**config.mk**
```make
export PLATFORM = sky130hd
export DESIGN_NAME = gate_delay_pipe
export DESIGN_NICKNAME = d
export VERILOG_FILES = /design/src/rtl/gate_delay_pipe.sv
export SDC_FILE = /design/constraint.sdc
export NUM_CORES = 1
export LEC_CHECK = 0
export ABC_CLOCK_PERIOD_IN_PS = 2700
export CORE_MARGIN = 2
export CORE_UTILIZATION = 40
export CTS_CLUSTER_DIAMETER = 100
export DETAILED_ROUTE_END_ITERATION = 8
export PLACE_DENSITY = 0.62
export REMOVE_ABC_BUFFERS = 1
export SYNTH_ARGS = -nofsm -noshare
export SYNTH_HDL_FRONTEND = slang
export SYNTH_SLANG_ARGS = --single-unit
```
**constraint.sdc**
```tcl
create_clock -name clk -period 2.7 [get_ports clk]
set_input_delay 0.81 -clock clk [delete_from_list [all_inputs] [get_ports clk]]
set_output_delay 0.81 -clock clk [all_outputs]
set_load 0.005 [all_outputs]
```
**src/rtl/gate_delay_pipe.sv**
```systemverilog
// rtl/gate_delay_pipe.sv - cycle-level transport-delay model of D=(A&B)|~C, E=~C with hazard counting
module gate_delay_pipe #(
    parameter int WIDTH   = 4,
    parameter int AND_LAT = 3,
    parameter int NOT_LAT = 1,
    parameter int OR_LAT  = 2
) (
    input  logic             clk,
    input  logic             rst,
    input  logic [WIDTH-1:0] A,
    input  logic [WIDTH-1:0] B,
    input  logic [WIDTH-1:0] C,
    input  logic             in_valid,
    input  logic             cnt_clr,
    output logic [WIDTH-1:0] D,
    output logic [WIDTH-1:0] E,
    output logic             out_valid,
    output logic             hazard,
    output logic [7:0]       glitch_cnt
);

    // Latency of the slowest path; the ideal reference and valid flag travel this far.
    localparam int L = ((AND_LAT > NOT_LAT) ? AND_LAT : NOT_LAT) + OR_LAT;

    if (AND_LAT < 1 || AND_LAT > 16) begin : g_bad_and_lat
        $error("gate_delay_pipe: AND_LAT must be within 1..16");
    end
    if (NOT_LAT < 1 || NOT_LAT > 16) begin : g_bad_not_lat
        $error("gate_delay_pipe: NOT_LAT must be within 1..16");
    end
    if (OR_LAT < 1 || OR_LAT > 16) begin : g_bad_or_lat
        $error("gate_delay_pipe: OR_LAT must be within 1..16");
    end

    logic [WIDTH-1:0] ab;
    logic [WIDTH-1:0] nc;
    logic [WIDTH-1:0] w1;
    logic [WIDTH-1:0] or_in;
    logic [WIDTH-1:0] ideal_in;
    logic [WIDTH-1:0] d_ideal;

    assign ab       = A & B;
    assign nc       = ~C;
    assign or_in    = w1 | E;
    assign ideal_in = ab | nc;

    // Each gate owns its own delay line, so skew between paths shows up as glitches on D.
    gate_delay_pipe_shift #(.W(WIDTH), .N(AND_LAT)) u_and_pipe (
        .clk (clk), .rst (rst), .d (ab), .q (w1)
    );

    gate_delay_pipe_shift #(.W(WIDTH), .N(NOT_LAT)) u_not_pipe (
        .clk (clk), .rst (rst), .d (nc), .q (E)
    );

    gate_delay_pipe_shift #(.W(WIDTH), .N(OR_LAT)) u_or_pipe (
        .clk (clk), .rst (rst), .d (or_in), .q (D)
    );

    // Glitch-free reference: the whole function evaluated at input time and delayed L cycles.
    gate_delay_pipe_shift #(.W(WIDTH), .N(L)) u_ideal_pipe (
        .clk (clk), .rst (rst), .d (ideal_in), .q (d_ideal)
    );

    gate_delay_pipe_shift #(.W(1), .N(L)) u_valid_pipe (
        .clk (clk), .rst (rst), .d (in_valid), .q (out_valid)
    );

    // Startup fill of D is masked because out_valid stays low until the reference has arrived.
    assign hazard = out_valid && (D != d_ideal);

    // Saturating hazard counter; a clear wins over a coincident increment.
    always_ff @(posedge clk or posedge rst) begin
        if (rst) begin
            glitch_cnt <= 8'd0;
        end else if (cnt_clr) begin
            glitch_cnt <= 8'd0;
        end else if (hazard && (glitch_cnt != 8'hFF)) begin
            glitch_cnt <= glitch_cnt + 8'd1;
        end
    end

endmodule

// Fixed-length shift register of W-bit words, N stages, cleared asynchronously.
module gate_delay_pipe_shift #(
    parameter int W = 1,
    parameter int N = 1
) (
    input  logic         clk,
    input  logic         rst,
    input  logic [W-1:0] d,
    output logic [W-1:0] q
);

    logic [N*W-1:0] sr;

    if (N == 1) begin : g_one
        // Single stage: plain register.
        always_ff @(posedge clk or posedge rst) begin
            if (rst) begin
                sr <= '0;
            end else begin
                sr <= d;
            end
        end
    end else begin : g_many
        // Oldest word sits in the top slice; new word enters at the bottom.
        always_ff @(posedge clk or posedge rst) begin
            if (rst) begin
                sr <= '0;
            end else begin
                sr <= {sr[(N-1)*W-1:0], d};
            end
        end
    end

    assign q = sr[N*W-1 -: W];

endmodule

```
==> results.py <==
metrics = {
    "run_status": {
        "status": "finished clean",
    },
    "power": {
        "ir_worst_vdd_mv": 0.4371,
        "power.density_mw_per_mm2": 717.4,
        "p_sw_mw": 0.3550,
        "power.leakage_nw": 1.096,
        "seq_power_share": 0.521,
        "clockPowerShare": 0.418,
        "combPwrFrac": 0.060,
        "p_int_mw": 1.409,
        "swShare": 0.2013,
    },
    "critical_path": {
        "critPathMaxFanout": 2,
        "cpPeakStageDelay_ns": 0.45,
        "slowest_stage": "clkdlybuf4s50_1",
        "critical-path-top-delay-family": "buffers and inverters",
        "crit_arrival_ns": 1.73,
        "worstSetupEndpointType": "output pin",
        "start_kind": "flip-flop",
        "cp_num_cells": 4,
        "cp_cell_sequence": "xor2_1 -> nor4_4 -> nor2_1 -> clkdlybuf4s50_1",
        "required_ns": 1.89,
        "critPathBufInv": 1,
        "reg2regPathDepth": 5,
        "crit_type": "flip-flop to output pin",
    },
    "sta": {
        "setup_viol_count_final": 0,
        "finalClockSkew_ns": 0.004533,
        "hold_viol": 0,
        "slew_violations": 0,
        "period_share": 0.9390,
        "finalSetupTns_ns": 0,
        "slew_headroom": 0.5496,
        "tightest_slew_ns": 0.6756,
        "rsz0062_at_grt": "false",
        "clock.fmax_ghz": 0.3944,
        "post-route-min-period_ns": 2.535,
    },
    "clock_tree": {
        "clk_path_buf_depth": 2,
        "insertion_delay_ns": 0.32,
        "clock_sinks": 57,
        "cts_root_buf": "clkbuf_8",
        "cts_buffers": 9,
        "htreeDepth": 3,
        "cts.clk_slew.worst_paths_ns": 0.06,
        "cts_setup_buffers": 0,
        "cts_resized": 0,
        "cts_tree": "done",
        "hold_buffers": 0,
    },
    "flow_run": {
        "drv_cap": 0,
    },
    "logic_synthesis": {
        "ys_types": 26,
        "synth_flop_cell": "dfrtp_1",
        "synthArstFlopShare": 1.000,
        "synth_cells": 128,
        "ys_seq_elements": 57,
        "yosysWarnings": 0,
        "synth_edf_count": 0,
        "syn-cell-area_mm2": 0.001891,
        "ys_seq_area_frac": 0.7545,
        "syn_area_per_cell_um2": 14.77,
    },
    "global_routing": {
        "grt_max_degree": 58,
        "grt.overflow.total": 0,
        "grt_pass1_wl_um": 4581,
        "grt_pass1_vias": 1000,
        "grt_usage": 0.1211,
        "antenna_found_initial": 0,
    },
    "placed_design": {
        "portBuffers": 33,
        "place_hpwl_um": 1843,
        "dpl.cell_count": 212,
        "gp_congestion": 0.7332,
    },
    "layout": {
        "nets": 186,
        "drive_gt1_frac": 0.1494,
        "areaGrowthSynthToFinish_pct": 30.05,
        "fin_util": 0.5311,
        "diodes": 0,
        "fin_cells": 228,
    },
    "worst_hold_path": {
        "hp-class": "flip-flop to flip-flop",
        "min_path_cells": 0,
    },
    "floorplan": {
        "core_region_area_mm2": 0.004629,
        "die_width_um": 72.75,
        "ios": 34,
        "fp-row-count": 25,
        "start_util": 0.4084,
        "die_h_um": 72.75,
        "dieArea_mm2": 0.005293,
    },
    "route": {
        "vias": 1056,
        "drt_iter0_drc": 54,
        "wl_per_cell_um": 11.93,
        "drt_wl_total_um": 2719,
        "drc": 0,
        "detail-route-antenna-nets": 0,
        "viasPerCell": 4.632,
        "drt_pass1_iterations": 4,
    },
}
[sequential cells by signal, indices dropped and copies added (netlist names)]
name	count
u_ideal_pipe.sr	20
u_and_pipe.sr	12
glitch_cnt	8
u_or_pipe.sr	8
u_valid_pipe.sr	5
u_not_pipe.q	4
[power by group through the flow]
| stage | Sequential [mW] | Clock (mW) | Combinational [mW] |
|---|---|---|---|
| floorplan | 0.931 | 0 | 0.0459 |
| global placement | 0.932 | 0 | 0.106 |
| detailed placement | 0.935 | 0 | 0.109 |
| CTS | 0.920 | 0.765 | 0.110 |
| global route | 0.923 | 0.808 | 0.120 |
| finish | 0.919 | 0.738 | 0.107 |
[cells in the mapped netlist (all sizes together), types with 2 or more instances]
cell,instances,area [µm²]
a21oi,2,10.01
dfrtp,57,1426
or2,4,25.02
mux2,6,67.56
inv,7,26.28
nor4,3,33.78
and2,4,25.02
nand4,2,12.51
nand2b,4,25.02
nand2,4,15.01
buf,4,30.03
xor2,4,35.03
nor2b,6,37.54
nand3,2,10.01
nor2,8,30.03
nor3,3,15.01
[kinds of logic (layout without fill, tap and decap cells)]
| group | Yosys count | after routing | share of synthesized area |
|---|---|---|---|
| adder cells (fa/ha/maj) | 1 | 1 | 0.006617 |
| AND/OR/NAND/NOR | 43 | 43 | 0.1330 |
| multiplexers | 6 | 6 | 0.03574 |
| XOR/XNOR | 4 | 4 | 0.01853 |
| AO/OA/AOI/OAI | 5 | 5 | 0.01986 |
| buffers and inverters | 12 | 58 | 0.03177 |
| flip-flops | 57 | 57 | 0.7545 |
[through the flow]
| stage | setup slack (ns) | power (mW) | instance area, µm² | hold WS (ns) |
|---|---|---|---|---|
| 6_report | 0.1648 | 1.764 | 2459 | 0.3459 |
| 2_1_floorplan | 0.4904 | 0.9767 | 1857 | 0.3312 |
| 4_1_cts | 0.1240 | 1.795 | 2459 | 0.3474 |
| 3_5_place_dp | 0.4759 | 1.044 | 2270 | 0.3347 |
| 5_1_grt | 0.09317 | 1.851 | 2459 | 0.3528 |
| 3_3_place_gp | 0.4920 | 1.038 | 2270 | 0.3312 |
[placed cells by master, fill, tap and decap left out, types with 3 or more instances in the layout]
master,Yosys,final
and2_1,4,4
clkbuf_1,1,3
clkbuf_8,0,10
clkdlybuf4s50_1,0,33
dfrtp_1,57,57
inv_1,7,6
mux2_1,3,3
mux2_2,3,3
nand2_1,4,4
nand2b_1,4,4
nor2_1,8,8
nor2b_1,6,6
nor3_1,3,3
or2_2,4,4
xor2_1,4,4
[layer usage]
layer,track usage,vias up,routed length [µm]
li1,-,500,-
met1,0.1522,512,1165
met2,0.1707,35,1310
met3,0.03453,9,146
met4,0.1049,0,96
met5,0,-,0
[final cells by class]
| type | instances | area (µm²) |
|---|---|---|
| clock inverters | 3 | 40.04 |
| well taps | 54 | 67.56 |
| flip-flops and latches | 57 | 1426 |
| fillers | 373 | 2171 |
| inverters | 7 | 26.28 |
| clock buffers | 13 | 148.9 |
| repair buffers | 35 | 345.3 |
| multi-input cells | 59 | 404.1 |
[final timing paths]
path | start | end | slack, ns
worst max-delay path | u_or_pipe.sr[5]$_DFF_PP0_ | hazard | 0.16
worst max register to register | glitch_cnt[0]$_DFFE_PP0P_ | glitch_cnt[6]$_DFFE_PP0P_ | 0.91
max in group asynchronous | rst | u_ideal_pipe.sr[1]$_DFF_PP0_ | 1.26
worst min register to register | u_ideal_pipe.sr[8]$_DFF_PP0_ | u_ideal_pipe.sr[12]$_DFF_PP0_ | 0.35
min in group asynchronous | rst | u_valid_pipe.sr[1]$_DFF_PP0_ | 0.99
worst min-delay path | u_ideal_pipe.sr[8]$_DFF_PP0_ | u_ideal_pipe.sr[12]$_DFF_PP0_ | 0.35
Power figures use the tool's default switching activity.
